[src/rtl/sync_fifo_flags.sv]
// Single-clock show-ahead FIFO with an exact fill count, threshold flags and sticky error flags.
// Ports: clk, rst_n, wdata/winc, rinc, flag_clr -> rdata, wfull, rempty, almost_full/empty, count, overflow/underflow.
module sync_fifo_flags #(
    parameter int unsigned DSIZE     = 8,
    parameter int unsigned ASIZE     = 4,
    parameter int unsigned AF_THRESH = 12,
    parameter int unsigned AE_THRESH = 2
) (
    input  logic             clk,
    input  logic             rst_n,
    input  logic [DSIZE-1:0] wdata,
    input  logic             winc,
    input  logic             rinc,
    input  logic             flag_clr,
    output logic [DSIZE-1:0] rdata,
    output logic             wfull,
    output logic             rempty,
    output logic             almost_full,
    output logic             almost_empty,
    output logic [ASIZE:0]   count,
    output logic             overflow,
    output logic             underflow
);

    localparam int unsigned    DEPTH   = 1 << ASIZE;
    localparam logic [ASIZE:0] DEPTH_C = (ASIZE+1)'(DEPTH);
    localparam logic [ASIZE:0] AF_C    = (ASIZE+1)'(AF_THRESH);
    localparam logic [ASIZE:0] AE_C    = (ASIZE+1)'(AE_THRESH);
    localparam logic           AF_RST  = (AF_THRESH == 0);

    logic [DSIZE-1:0] mem [DEPTH];

    logic [ASIZE-1:0] waddr_q, waddr_d;
    logic [ASIZE-1:0] raddr_q, raddr_d;
    logic [ASIZE:0]   count_q, count_d;
    logic             wfull_q, wfull_d;
    logic             rempty_q, rempty_d;
    logic             af_q, af_d;
    logic             ae_q, ae_d;
    logic             ovf_q, ovf_d;
    logic             unf_q, unf_d;

    logic do_wr;
    logic do_rd;

    // A write while full is allowed when a read frees the head slot
    // in the same cycle.
    assign do_wr = winc & (~wfull_q | rinc);
    assign do_rd = rinc & ~rempty_q;

    always_comb begin
        waddr_d = waddr_q;
        raddr_d = raddr_q;
        count_d = count_q;
        if (do_wr) waddr_d = waddr_q + 1'b1;
        if (do_rd) raddr_d = raddr_q + 1'b1;
        if (do_wr & ~do_rd) count_d = count_q + 1'b1;
        if (do_rd & ~do_wr) count_d = count_q - 1'b1;
    end

    // Flags are computed from the next count so they change in the
    // same cycle as count itself.
    always_comb begin
        wfull_d  = (count_d == DEPTH_C);
        rempty_d = (count_d == '0);
        af_d     = (count_d >= AF_C);
        ae_d     = (count_d <= AE_C);
        // Set takes priority over a simultaneous clear.
        ovf_d    = (ovf_q & ~flag_clr) | (winc & ~do_wr);
        unf_d    = (unf_q & ~flag_clr) | (rinc & rempty_q);
    end

    always_ff @(posedge clk or negedge rst_n) begin
        if (!rst_n) begin
            waddr_q  <= '0;
            raddr_q  <= '0;
            count_q  <= '0;
            wfull_q  <= 1'b0;
            rempty_q <= 1'b1;
            af_q     <= AF_RST;
            ae_q     <= 1'b1;
            ovf_q    <= 1'b0;
            unf_q    <= 1'b0;
        end else begin
            waddr_q  <= waddr_d;
            raddr_q  <= raddr_d;
            count_q  <= count_d;
            wfull_q  <= wfull_d;
            rempty_q <= rempty_d;
            af_q     <= af_d;
            ae_q     <= ae_d;
            ovf_q    <= ovf_d;
            unf_q    <= unf_d;
        end
    end

    // Storage is deliberately left unreset.
    always_ff @(posedge clk) begin
        if (do_wr) mem[waddr_q] <= wdata;
    end

    assign rdata        = mem[raddr_q];
    assign wfull        = wfull_q;
    assign rempty       = rempty_q;
    assign almost_full  = af_q;
    assign almost_empty = ae_q;
    assign count        = count_q;
    assign overflow     = ovf_q;
    assign underflow    = unf_q;

endmodule

[config.mk]
export PLATFORM = sky130hd
export DESIGN_NAME = sync_fifo_flags
export DESIGN_NICKNAME = d
export VERILOG_FILES = /design/src/rtl/sync_fifo_flags.sv
export SDC_FILE = /design/constraint.sdc
export NUM_CORES = 1
export LEC_CHECK = 0
export ABC_AREA = 1
export ABC_CLOCK_PERIOD_IN_PS = 3500
export CORE_MARGIN = 5
export CORE_UTILIZATION = 45
export CTS_BUF_LIST = sky130_fd_sc_hd__clkbuf_2
export CTS_CLUSTER_DIAMETER = 80
export CTS_CLUSTER_SIZE = 30
export DETAILED_ROUTE_END_ITERATION = 8
export PLACE_DENSITY = 0.67
export SLEW_MARGIN = 20
export SYNTH_ARGS = -nofsm -noshare
export SYNTH_HDL_FRONTEND = slang
export SYNTH_SLANG_ARGS = --single-unit
[constraint.sdc]
create_clock -name clk -period 3.5 [get_ports clk]
set_clock_uncertainty 0.2 [all_clocks]
set_input_delay 0.875 -clock clk [delete_from_list [all_inputs] [get_ports clk]]
set_output_delay 0.875 -clock clk [all_outputs]
set_load 0.005 [all_outputs]
; After elaboration in Yosys (flattened, before gate mapping)
; Memory sizes are Yosys's and may differ from the RTL's.
; Cells that the tools add are included.
[word_totals]
register_bits = 19
latchBits = 0
ramBits = 128
rom_bits = 0
out_inout_bits = 19
elab_cells = 38
n_memories = 1
[mem_list]
columns = name, words, word_bits, read_ports, rd_ports_with_merged_regs, wr, line_no
row1 = mem, 16, 8, 1, 0, 1, 31  ; logic [DSIZE-1:0] mem [DEPTH];
[op_classes]
n_addsub = 4
mul = 0
div = 0
n_lt_le_gt_ge = 2
eq_ne = 1
n_shift = 0
n_mux = 4
bitwise_logic = 16
n_reduce_logical = 1
[op_table]
columns = cell, count
row1 = two-way mux 5 bit, 2
row2 = adder 4 x 1 -> 4 bit (second input constant), 2
row3 = AND 1 bit, 8
row4 = adder 5 x 1 -> 5 bit (second input constant), 1
row5 = equality test 5 bit (second input constant), 1
row6 = greater-or-equal comparator 5 x 4 -> 1 bit (second input constant), 1
row7 = <= comparator 5 x 2 -> 1 bit (second input constant), 1
row8 = zero test 5 bit, 1
row9 = NOT 1 bit, 5
row10 = subtractor 5 x 1 -> 5 bit (second input constant), 1
row11 = OR 1 bit, 3
row12 = two-way mux 1 bit, 2

; Longest topological paths before layout
[depth]
depth_word = 7
mapped_depth = 10
ltp_nobuf = 10

; Worst setup path before layout
; No wires, ideal clock.
[synth_timing]
kind = register to output
startpoint = register raddr_q[0]
endpoint = output rdata[5]
arrival_ns = 1.268
t_required_ns = 2.425
slack_ns = 1.157
stages_incl_launch_ff = 11
cell_sequence = dfrtp_1 buf_6 inv_2 buf_6 buf_8 nor2_2 nor2_1 o21ai_2 o211ai_1 o211ai_1 nand2_1
[synth_between]
elab_chain_len = 1
[synth_lines]
columns = element, line_no
row1 = start: declaration, 34  ; logic [ASIZE-1:0] raddr_q, raddr_d;
row2 = start signal: assignment, 86  ; raddr_q <= raddr_d;
row3 = memory read (16 x 8 bit), --
row4 = end: declaration, 15  ; output logic [DSIZE-1:0] rdata,
; Every way passes these cells.

; Final worst setup path
[layout_timing]
startpoint = register raddr_q[0]
endpoint = output rdata[3]
; Same word-level chain as after synthesis.

==> flow_summary.ini <==
[sta]
clock.fmax_mhz = 291.5
fin_crit_ps = 3431
holdWs_ps = 347.2
fin_crit_sh = 0.9803
tightest_slew_ps = 896.4
setup_viol = 0
rsz0062_at_grt = true
relSlewSlack = 0.4006
slew_viol_final = 0
hold_viol = 0

[critical_path]
crit_start = raddr_q[0]
worst-r2r-cell-count = 6
slowest_delay_ps = 520
worst-path-max-fanout = 6
worstPathRequired_ps = 2420
critPathArrivalTime_ps = 2360
crit_family = buffers and inverters
worstPathCellList = buf_6, buf_12, buf_12, o21ai_2, o211ai_1, nand3_1, nand2_1, buf_2
cpMostUsedCell = buf_12
slowest_stage = dfrtp_2
cp-endpoint = rdata[3]
cp-start-kind = flop
reg2reg_slack_ps = 1500
cp.depth = 8
critPathBufInv = 4
critical_path_class = flop to output port
reg2reg_to = mem[14][3]
endpoint_kind = output port
reg2reg_from = wfull

[synthesis]
synth.net_count = 525
ys_types = 28
synth_area_leaders = edfxtp_1, dfrtp_1, nor2_1, o21ai_0, o211ai_1
ys_seq_elements = 147
yosysWarnings = 0
synth_area_mm2 = 0.006122
syn_avg_cell_area_um2 = 12.12
synth_top_area_frac = 0.6278
synthCells = 505
yosysSeqAreaShare = 0.7059
yosysTopAreaCell = edfxtp_1

[global_routing]
use_met3 = 0.06726
grt_use_met1 = 0.2538
grt_antenna_before_repair = 0
grt_pass1_vias = 4163
track_usage = 0.1940
grt_max_degree = 35
grt.busiest_layer = met2
use_met2 = 0.3020
grt_overflow = 0
grt_pass1_wl_um = 23370

[flow_run]
maxCapViolCount = 0

[placed_design]
globalplace.congestion = 0.8711
place_hpwl_um = 8530
dp.cells = 708
placed_area_mm2 = 0.006700
port_buffers = 31

[clock_tree]
cts_made_buffers = 17
clock_latency_ps = 700
tritoncts = yes
clk_pin_slew_ps = 200
numClockSinks = 147
clockBufferDepth = 2
htree_levels = 4
root_buffer = clkbuf_2

[floorplan]
die_y_um = 126.6
dieArea_mm2 = 0.01604
core_mm2 = 0.01330
io_pins = 32
initial_core_util = 0.4605
die_w_um = 126.6
row_count = 42

[routing]
drt_first_pass_iters = 6
wl_per_cell_um = 20.05
drt_iter0_drc = 445
routed_wirelength_um = 15160
ant_nets = 0
vias_per_cell = 5.598
num_vias = 4232
drc_errors = 0

[finish]
nFillCells = 1122
multiInputGateArea_mm2 = 0.001604
post-route-util = 0.5409
final_area_mm2 = 0.007192
regArea_mm2 = 0.004324
syn_to_final_growth_pct = 17.47
final_cells = 756
diodes = 0
num-nets-final = 588
drive_gt1_frac = 0.1810

[worst_hold_path]
worstHoldStart = overflow
hold_path.class = flop to flop

[status]
status = finished, final reports clean

[power_and_ir_drop]
leakage_nw = 2.565
vdd_drop_max_mv = 0.4395
p_per_area_mw_per_mm2 = 799.9
## cells in the final DEF (no fill, tap or decap), drive strengths merged
cell | synthesis | final
edfxtp | 128 | 128
nor2 | 120 | 120
o21ai | 74 | 74
nand2 | 47 | 47
buf | 16 | 42
o211ai | 32 | 32
clkdlybuf4s50 | 0 | 23
clkbuf | 9 | 21
inv | 19 | 21
nand3 | 18 | 18
dfrtp | 17 | 17
xor2 | 7 | 7
ha | 7 | 7
clkinv | 1 | 7
nand4 | 4 | 4
clkinvlp | 0 | 4
nand3b | 2 | 2
dfstp | 2 | 2
o22ai | 1 | 1
and2 | 1 | 1
bufinv | 0 | 1
bufbuf | 0 | 1
## through the flow
step	total power [mW]	TNS, ps	worst slack (ps)
3_5_place_dp	4.482	0	398.3
4_1_cts	5.690	0	0.5780
5_1_grt	6.115	-265.8	-127.4
6_report	5.753	0	69.03
2_1_floorplan	3.635	0	1157
3_3_place_gp	4.440	0	425.2
## timing repair
item,in CTS,in global routing
hold buffers,0,0
gates cloned,6,2
pin swaps,13,22
gates resized for setup,43,25
buffers inserted,8,3
endpoints found under the setup margin,8,8
## kinds of logic after synthesis
| group | Yosys count | share of synthesized area |
|---|---|---|
| fa+ha+maj | 7 | 0.01431 |
| compound gates | 107 | 0.1014 |
| simple gates | 192 | 0.1316 |
| buf+inv | 45 | 0.03678 |
| xor+xnor | 7 | 0.01001 |
| flops | 147 | 0.7059 |
## cell usage after synthesis (all sizes together)
library cell,count
edfxtp,128
nor2,120
o21ai,74
nand2,47
o211ai,32
inv,19
nand3,18
dfrtp,17
buf,16
clkbuf,9
ha,7
xor2,7
nand4,4
dfstp,2
nand3b,2
and2,1
clkinv,1
o22ai,1
## worst reg2reg max path: stages, from the launching register on
cell and delay [ps]:
dfrtp_1 440, nand2_2 110, nand2_2 100, inv_1 180, nand2_1 150, nor2_1 320
buf_4 240
## routing by layer
metal / up-vias / part of all wire
met4: 0 / 0.022
met3: 28 / 0.094
li1: 1925 / -
met5: - / 0
met2: 207 / 0.47
met1: 2072 / 0.41
## worst min-delay path by stage
stage                            to  slack [ps]  depth (start not counted)
after floorplan           underflow         330                          2
after global placement    underflow         320                          2
after detailed placement   overflow         340                          2
after CTS                  overflow         360                          2
after global routing      underflow         390                          2
final                      overflow         350                          2
## registers in the layout (all words and copies together) (netlist names)
name          cells
rempty            1
count             5
underflow         1
raddr_q           4
mem             128
wfull             1
waddr_q           4
almost_empty      1
overflow          1
almost_full       1
## cell type report
type,instances,area share
Timing Repair Buffer,69,0.1054
Sequential cell,147,0.6013
Tap cell,176,0.03062
Clock buffer,18,0.01253
Inverter,20,0.01148
Multi-Input combinational cell,313,0.2230
Clock inverter,13,0.01566
## power breakdown
group	switching [mW]	internal, mW	leakage [nW]
Sequential	0.158	2.15	1.38
Combinational	1.52	1.06	1.07
Clock	0.605	0.252	0.118
Total	2.28	3.47	2.56
Note: power is estimated with default switching activity, not from simulation.
